$ cat src/rtl/rom_arbiter.sv
// rom_arbiter: shares a single-port instruction ROM between the instruction
// fetch port (if_*) and the data-read port (dr_*). Round-robin arbitration,
// byte-to-word address conversion, error responses for misaligned or
// out-of-range addresses, and routing of the 1-cycle-latency ROM output.
module rom_arbiter #(
  parameter int unsigned ADDR_WIDTH = 13,
  parameter int unsigned DATA_WIDTH = 32
) (
  input  logic                  clk,
  input  logic                  rst,
  input  logic                  if_req,
  input  logic [31:0]           if_addr,
  output logic                  if_gnt,
  output logic                  if_rvalid,
  output logic [DATA_WIDTH-1:0] if_rdata,
  output logic                  if_err,
  input  logic                  dr_req,
  input  logic [31:0]           dr_addr,
  output logic                  dr_gnt,
  output logic                  dr_rvalid,
  output logic [DATA_WIDTH-1:0] dr_rdata,
  output logic                  dr_err,
  output logic                  rom_rd,
  output logic [ADDR_WIDTH-1:0] rom_addr,
  input  logic [DATA_WIDTH-1:0] rom_dout
);

  typedef enum logic {IDLE, RESP} state_e;
  typedef enum logic {PORT_IF, PORT_DR} port_e;

  state_e state_q, state_d;
  port_e  last_grant_q, last_grant_d;
  port_e  resp_owner_q, resp_owner_d;
  logic   resp_err_q, resp_err_d;

  logic        any_gnt;
  logic        addr_ok;
  logic [31:0] sel_addr;
  logic        resp_valid;

  // Round-robin grant; a tie goes to the port not granted last
  always_comb begin
    if_gnt = 1'b0;
    dr_gnt = 1'b0;
    if (!rst) begin
      if (if_req && dr_req) begin
        if (last_grant_q == PORT_DR) if_gnt = 1'b1;
        else                         dr_gnt = 1'b1;
      end else begin
        if_gnt = if_req;
        dr_gnt = dr_req;
      end
    end
  end

  // Address check on the granted request and ROM strobe generation
  always_comb begin
    any_gnt  = if_gnt | dr_gnt;
    sel_addr = dr_gnt ? dr_addr : if_addr;
    addr_ok  = (sel_addr[1:0] == 2'b00) && (sel_addr[31:ADDR_WIDTH+2] == '0);
    rom_rd   = any_gnt && addr_ok;
    rom_addr = rom_rd ? sel_addr[ADDR_WIDTH+1:2] : '0;
  end

  // Next-state: every grant (good or error) opens a response next cycle
  always_comb begin
    state_d      = IDLE;
    last_grant_d = last_grant_q;
    resp_owner_d = resp_owner_q;
    resp_err_d   = resp_err_q;
    if (any_gnt) begin
      state_d      = RESP;
      last_grant_d = dr_gnt ? PORT_DR : PORT_IF;
      resp_owner_d = dr_gnt ? PORT_DR : PORT_IF;
      resp_err_d   = !addr_ok;
    end
  end

  // State and response registers
  always_ff @(posedge clk) begin
    if (rst) begin
      state_q      <= IDLE;
      last_grant_q <= PORT_DR;
      resp_owner_q <= PORT_IF;
      resp_err_q   <= 1'b0;
    end else begin
      state_q      <= state_d;
      last_grant_q <= last_grant_d;
      resp_owner_q <= resp_owner_d;
      resp_err_q   <= resp_err_d;
    end
  end

  // Response routing; reset masks a response registered just before it
  always_comb begin
    resp_valid = !rst && (state_q == RESP);
    if_rvalid  = resp_valid && (resp_owner_q == PORT_IF);
    dr_rvalid  = resp_valid && (resp_owner_q == PORT_DR);
    if_err     = if_rvalid && resp_err_q;
    dr_err     = dr_rvalid && resp_err_q;
    if_rdata   = (if_rvalid && !resp_err_q) ? rom_dout : '0;
    dr_rdata   = (dr_rvalid && !resp_err_q) ? rom_dout : '0;
  end

endmodule
$ cat config.mk
export PLATFORM = sky130hd
export DESIGN_NAME = rom_arbiter
export DESIGN_NICKNAME = d
export VERILOG_FILES = /design/src/rtl/rom_arbiter.sv
export SDC_FILE = /design/constraint.sdc
export NUM_CORES = 1
export LEC_CHECK = 0
export ABC_CLOCK_PERIOD_IN_PS = 2550
export CORE_AREA = 2 2 78 80
export CTS_BUF_LIST = sky130_fd_sc_hd__clkbuf_8
export DETAILED_ROUTE_END_ITERATION = 10
export DIE_AREA = 0 0 80 82
export PLACE_DENSITY = 0.75
export SYNTH_ARGS = -nofsm -noshare
export SYNTH_HDL_FRONTEND = slang
export SYNTH_SLANG_ARGS = --single-unit
$ cat constraint.sdc
create_clock -name clk -period 2.55 [get_ports clk]
set_input_delay 0.6375 -clock clk [delete_from_list [all_inputs] [get_ports clk]]
set_output_delay 0.6375 -clock clk [all_outputs]
set_load 0.01 [all_outputs]
==> results of run 1 <==
-- through the flow --
step | setup slack [ns] | instance area (um2)
floorplan | 0.00516 | 1080
global placement | -1.05 | 3110
detailed placement | -1.05 | 3110
CTS | -0.215 | 3220
global route | -0.282 | 3300
finish | -0.240 | 3300
-- cell families (layout without fill, tap and decap cells) --
kind of cell / Yosys count / after routing / share of synthesized area [%]
flip-flops: 4 / 4 / 7.68
other: 0 / 1 / 0
buffers and inverters: 12 / 227 / 8.64
AND/OR/NAND/NOR: 121 / 121 / 71.5
AO/OA/AOI/OAI: 21 / 22 / 12.1
-- synth_stat cells --
| library cell | number | area, um2 |
|---|---|---|
| a21oi_2 | 1 | 8.76 |
| o21bai_1 | 2 | 15.0 |
| and2_1 | 66 | 413 |
| nor3_1 | 2 | 10.0 |
| or2_2 | 1 | 6.26 |
| buf_6 | 2 | 22.5 |
| nand2b_1 | 2 | 12.5 |
| clkbuf_1 | 6 | 22.5 |
| nor4_1 | 2 | 12.5 |
| or4_4 | 1 | 11.3 |
| inv_1 | 1 | 3.75 |
| and2_4 | 1 | 8.76 |
| o211a_1 | 1 | 10.0 |
| o21ai_0 | 1 | 5.00 |
| a21o_2 | 1 | 8.76 |
| nor4_4 | 1 | 21.3 |
| clkbuf_8 | 3 | 41.3 |
| or4_1 | 5 | 37.5 |
| or3b_2 | 1 | 8.76 |
| a21oi_1 | 14 | 70.1 |
| nand3_1 | 28 | 140 |
| nor3b_1 | 2 | 15.0 |
| nor2_1 | 5 | 18.8 |
| and3b_1 | 2 | 17.5 |
| a31o_2 | 1 | 8.76 |
| nor2b_1 | 2 | 12.5 |
| dfxtp_1 | 4 | 80.1 |
-- worst min path at each step --
stage	to	from	cells after the start
2_1_floorplan	last_grant_q$_SDFFE_PP1P_	last_grant_q$_SDFFE_PP1P_	2
6_report	last_grant_q$_SDFFE_PP1P_	last_grant_q$_SDFFE_PP1P_	2
3_3_place_gp	last_grant_q$_SDFFE_PP1P_	last_grant_q$_SDFFE_PP1P_	2
3_5_place_dp	last_grant_q$_SDFFE_PP1P_	last_grant_q$_SDFFE_PP1P_	2
5_1_grt	last_grant_q$_SDFFE_PP1P_	last_grant_q$_SDFFE_PP1P_	2
4_1_cts	last_grant_q$_SDFFE_PP1P_	last_grant_q$_SDFFE_PP1P_	2
-- routing by layer --
| layer | wire length, um | vias to the layer above | GRT usage [%] |
|---|---|---|---|
| li1 | - | 986 | - |
| met4 | 95 | 0 | 8.47 |
| met1 | 2040 | 913 | 16.7 |
| met5 | 0 | - | 0 |
| met3 | 784 | 8 | 5.49 |
| met2 | 3630 | 128 | 36.0 |
-- registers in the layout, summed over array words and instances, names as in the netlist --
register / flops
state_q: 1
resp_owner_q: 1
resp_err_q: 1
last_grant_q: 1
-- power breakdown --
part           leakage [nW]  internal (mW)  total (mW)  switching, mW
combinational          1.46          0.188       0.277         0.0886
sequential           0.0335         0.0679      0.0736        0.00569
clock                0.0216          0.101       0.133         0.0322
total                  1.52          0.357       0.483          0.126
-- repair_timing --
action	4_1_cts	5_1_grt
resized for setup	391	34
setup endpoints to repair	84	45
setup buffers	10	2
gates cloned	8	1
pin swaps	26	17
-- cell type report --
type,count,area (um2)
diodes,1,2.50
inverters,1,3.75
fillers,553,2440
well taps,75,93.8
repair buffers,223,1960
flip-flops and latches,4,80.1
multi-input cells,143,1120
clock buffers,3,41.3
-- worst reg2reg max path, delay by kind of cell (launching register included) --
family	cells	cell delay, ns
and+or+nand+nor	3	0.53
buffers and inverters	4	0.57
AOI/OAI and AO/OA	1	0.24
DFF	1	0.30
==> impl_metrics.py, run 1 <==
metrics = {
    "critical_path": {
        "crit_type": "in -> out",
        "worst_r2r_startpoint": "last_grant_q$_SDFFE_PP1P_",
        "slowest_delay_ns": 0.53,
        "cp.depth": 8,
        "critical_path_required_ns": 1.91,
        "critical_path.top_delay_family": "simple AND/OR/NAND/NOR gates",
        "cp_max_fo": 4,
        "slowest_stage": "or4_4",
        "cp_num_buf_inv": 4,
        "end_kind": "output pin",
        "critPathCapture": "rom_addr[1]",
        "ff2ff_path_depth": 8,
        "cp_cell_sequence": "buf_6 > or4_4 > nor4_4 > buf_6 > buf_6 > nand3_2 > a21oi_2 > buf_2",
        "reg2reg_slack_ns": 0.80,
        "cpMostUsedCell": "buf_6",
        "startpoint": "dr_addr[27]",
        "startpoint_type": "primary input",
        "reg2reg_to": "resp_err_q$_SDFFE_PP0P_",
        "critPathArrivalTime_ns": 2.15,
    },
    "final_layout": {
        "syn_to_final_growth_pct": 217,
        "fin_cells": 450,
        "layout_common_cells": "and2_1, buf_2, clkdlybuf4s50_1",
        "drive_gt1_share_pct": 44.7,
        "nets": 476,
        "utilization_pct": 57.5,
    },
    "die": {
        "start_util_pct": 18.1,
        "die-area_um2": 6560,
        "die_h_um": 82,
        "pin_count": 184,
        "die-width_um": 80,
        "core_area_um2": 5750,
        "rows": 28,
    },
    "yosys": {
        "syn-num-nets": 258,
        "yosysWarnings": 0,
        "synthDistinctLibCells": 27,
        "avgSynthCellArea_um2": 6.60,
        "syn_area_um2": 1040,
        "syn_inst": 158,
        "synth_seq_area_share_pct": 7.68,
        "ys_seq_elements": 4,
    },
    "drt": {
        "ant_nets": 0,
        "wirelength_mm": 6.54,
        "drtIter0Drc": 33,
        "wl_per_cell_um": 14.5,
        "via_count": 2035,
        "drc": 0,
        "dr.pass1.iters": 2,
        "avgViaCountPerCell": 4.52,
    },
    "clocking": {
        "root_buffer": "clkbuf_8",
        "clockBufferDepth": 2,
        "cts_tree": "done",
        "cts-buffers-inserted": 3,
        "cts_sinks": 4,
        "clk_pin_slew_ns": 0.03,
        "ctsHtreeMaxLevel": 1,
        "insertion_delay_ns": 0.21,
        "postCtsHoldBufs": 0,
    },
    "sta": {
        "timing.setup.tns_ns": -3.02,
        "hold_ws_ns": 0.510,
        "skew_ns": 0.000452,
        "fin_ws_ns": -0.240,
        "slew_violations": 0,
        "slew_headroom_pct": 78.0,
        "setup_viol_count_final": 14,
        "fin_crit_sh_pct": 109,
        "rsz0062_at_grt": "true",
        "fin_crit_ns": 2.79,
        "max_freq_mhz": 358,
        "hold_viol": 0,
        "tightest_slew_ns": 0.327,
    },
    "outcome": {
        "violations": "negative setup slack",
        "status": "finished with violations",
    },
    "grt": {
        "track_usage_pct": 18.1,
        "grt_pass1_wl_mm": 9.41,
        "antenna_found_initial": 1,
        "first_global_vias": 2047,
        "overflow": 0,
        "grt_max_degree": 17,
    },
    "run": {
        "cap_violations": 0,
    },
    "placement": {
        "dp_hpwl_mm": 4.64,
        "place_inst": 426,
        "port_buffers": 183,
        "place_congestion": 0.778,
    },
    "power_and_ir_drop": {
        "power.total_mw": 0.483,
        "leakagePower_nw": 1.52,
        "ir_worst_vdd_mv": 0.131,
        "power_density_nw_per_um2": 146,
    },
    "min_path": {
        "hold_path.class": "reg -> reg",
    },
}
No activity file was read; power rests on OpenSTA's default activity.
==> run 2: changes to the inputs <==
Settings changed: ABC_AREA set to 1, CORE_AREA 2 2 78 80 to 2 2 77 79, DIE_AREA 0 0 80 82 to 0 0 79 81, PLACE_DENSITY 0.75 to 0.81.
==> impl_metrics.py, run 2 <==
metrics = {
    "critical_path": {
        "critical_path_required_ns": 1.91,
        "ff2ff_path_depth": 6,
        "end_kind": "output pin",
        "critPathArrivalTime_ns": 1.86,
        "slowest_stage": "dlygate4sd2_1",
        "reg2reg_slack_ns": 1.43,
        "cp_cell_sequence": "dlygate4sd2_1 > nor2_1 > nand2_1 > nand2_4 > o21ai_4 > nor2_4 > buf_12 > nand2_8 > buf_12 > nor2_4 > buf_6",
        "crit_type": "in -> out",
        "startpoint_type": "primary input",
        "reg2reg_to": "resp_err_q$_SDFFE_PP0P_",
        "slowest_delay_ns": 0.24,
        "worst_r2r_startpoint": "last_grant_q$_SDFFE_PP1P_",
        "cp_max_fo": 4,
    },
    "die": {
        "start_util_pct": 20.2,
        "die-width_um": 79,
        "rows": 28,
        "pin_count": 184,
        "core_area_um2": 5680,
        "die-area_um2": 6400,
        "die_h_um": 81,
    },
    "placement": {
        "port_buffers": 183,
        "place_congestion": 0.756,
        "dpl_worst_slack_ns": -0.771,
        "dp_hpwl_mm": 4.52,
        "place_inst": 497,
    },
    "final_layout": {
        "insertedDiodeCount": 0,
        "utilization_pct": 57.1,
        "syn_to_final_growth_pct": 183,
        "drive_gt1_share_pct": 15.9,
        "mostFrequentLayoutCell": "nor2_1",
        "layout_common_cells": "nor2_1, dlygate4sd2_1, clkdlybuf4s50_1",
        "nets": 536,
        "fin_cells": 509,
    },
    "clocking": {
        "clk_pin_slew_ns": 0.03,
        "root_buffer": "clkbuf_8",
        "clockBufferDepth": 2,
        "ctsHtreeMaxLevel": 1,
        "cts_sinks": 4,
        "cts_tree": "done",
        "cts-buffers-inserted": 3,
        "insertion_delay_ns": 0.22,
    },
    "yosys": {
        "synth_edf_count": 0,
        "syn_area_um2": 1140,
        "synth-main-ff-cell": "dfxtp_1",
        "avgSynthCellArea_um2": 4.81,
        "ys_seq_elements": 4,
        "syn-num-nets": 338,
        "async_reset_ff_share_pct": 0,
        "synth_top_area_share_pct": 29.2,
        "synth_most_common_cell": "nor2_1",
        "post_synth_most_frequent_cells": "nor2_1, inv_1, nand2_1, nor2_4",
        "synth_top_area_cell": "nor2_1",
        "synth_seq_area_share_pct": 6.99,
        "synthDistinctLibCells": 26,
        "yosysWarnings": 0,
        "syn_inst": 238,
        "netlist_top_cells_area": "nor2_1, inv_1, nand2_1",
    },
    "min_path": {
        "holdCritStartpoint": "last_grant_q$_SDFFE_PP1P_",
        "min_path_cells": 2,
        "hold_path.class": "reg -> reg",
        "min_to": "last_grant_q$_SDFFE_PP1P_",
    },
    "sta": {
        "fin_crit_ns": 2.50,
        "timing.setup.tns_ns": 0,
        "fin_crit_sh_pct": 98.0,
        "slew_violations": 0,
        "slew_headroom_pct": 84.1,
        "hold_viol": 0,
        "fin_ws_ns": 0.0501,
        "tightest_slew_ns": 0.236,
        "setup_viol_count_final": 0,
        "max_freq_mhz": 400,
        "skew_ns": 0.00105,
    },
    "power_and_ir_drop": {
        "power_density_nw_per_um2": 162,
        "leakagePower_nw": 1.97,
        "ir_worst_vdd_mv": 0.269,
    },
    "grt": {
        "grt_pass1_wl_mm": 8.34,
        "antenna_found_initial": 0,
        "track_usage_pct": 15.9,
        "first_global_vias": 1829,
        "overflow": 0,
        "grt_max_degree": 33,
    },
    "drt": {
        "drtIter0Drc": 47,
        "wirelength_mm": 5.77,
        "dr.pass1.iters": 4,
        "wl_per_cell_um": 11.3,
        "avgViaCountPerCell": 3.94,
        "ant_nets": 0,
        "via_count": 2008,
        "drc": 0,
    },
    "outcome": {
        "status": "completed",
    },
    "run": {
        "cap_violations": 0,
    },
}
[run 2: cell types whose count changed in the layout (fill, tap and decap cells not counted), sizes merged, moves of 3 or more]
cell,before,now
a21oi,15,2
and2,67,0
buf,106,33
clkbuf,9,5
clkdlybuf4s15,27,14
clkdlybuf4s50,64,61
dlygate4sd2,18,83
dlymetal6s2s,2,9
inv,1,54
nand2,0,56
nand3,28,3
nor2,5,99
or4,6,0
[run 2: power breakdown]
group,total (mW),switching [mW],internal [mW]
sequential,0.0723,0.00351,0.0688
combinational,0.320,0.133,0.187
clock,0.132,0.0319,0.101
[run 2: cell families after synthesis]
| kind of cell | after synthesis | share of synthesized area, % |
|---|---|---|
| simple gates | 162 | 63.8 |
| compound gates | 7 | 4.37 |
| flops | 4 | 6.99 |
| buf+inv | 65 | 24.8 |
[run 2: what timing repair did]
action / in CTS / in global routing
hold buffers: 0 / 0
resized for setup: 173 / 37
pin swaps: 42 / 35
buffers inserted: 8 / 0
endpoints found under the setup margin: 84 / 44
gates cloned: 1 / 0
[run 2: how the worst max path moves through the flow]
stage / start / end / slack, ns / depth (start not counted)
floorplan: rst / if_rdata[10] / 0.27 / 5
global placement: rst / rom_addr[12] / -0.68 / 8
detailed placement: rst / rom_addr[12] / -0.77 / 8
CTS: dr_addr[21] / rom_addr[1] / -0.07 / 10
global route: if_addr[28] / rom_addr[2] / -0.03 / 10
finish: if_addr[1] / rom_addr[11] / 0.05 / 11
[run 2: layer usage]
metal	part of all wire [%]	track usage [%]	vias up
met5	0	0	-
met3	6.3	3.33	14
li1	-	-	1069
met4	1.9	3.97	0
met2	55	30.4	81
met1	36	18.0	844
[run 2: worst max-delay path, delay by kind of cell]
family,cells,cell delay [ns]
buf+inv,4,0.62
simple gates,6,0.55
compound gates,1,0.06
[run 2: layout make-up]
| cell class | count | area [um2] |
|---|---|---|
| fillers | 559 | 2440 |
| repair buffers | 202 | 1940 |
| multi-input cells | 170 | 867 |
| inverters | 55 | 214 |
| well taps | 75 | 93.8 |
| flip-flops and latches | 4 | 80.1 |
| clock buffers | 3 | 41.3 |
[run 2: stage by stage]
| step | hold WS, ns | power (mW) | cell area, um2 |
|---|---|---|---|
| 2_1_floorplan | 0.484 | 0.184 | 1140 |
| 3_3_place_gp | 0.513 | 0.401 | 3110 |
| 3_5_place_dp | 0.528 | 0.406 | 3110 |
| 4_1_cts | 0.543 | 0.524 | 3170 |
| 5_1_grt | 0.586 | 0.569 | 3240 |
| 6_report | 0.536 | 0.525 | 3240 |
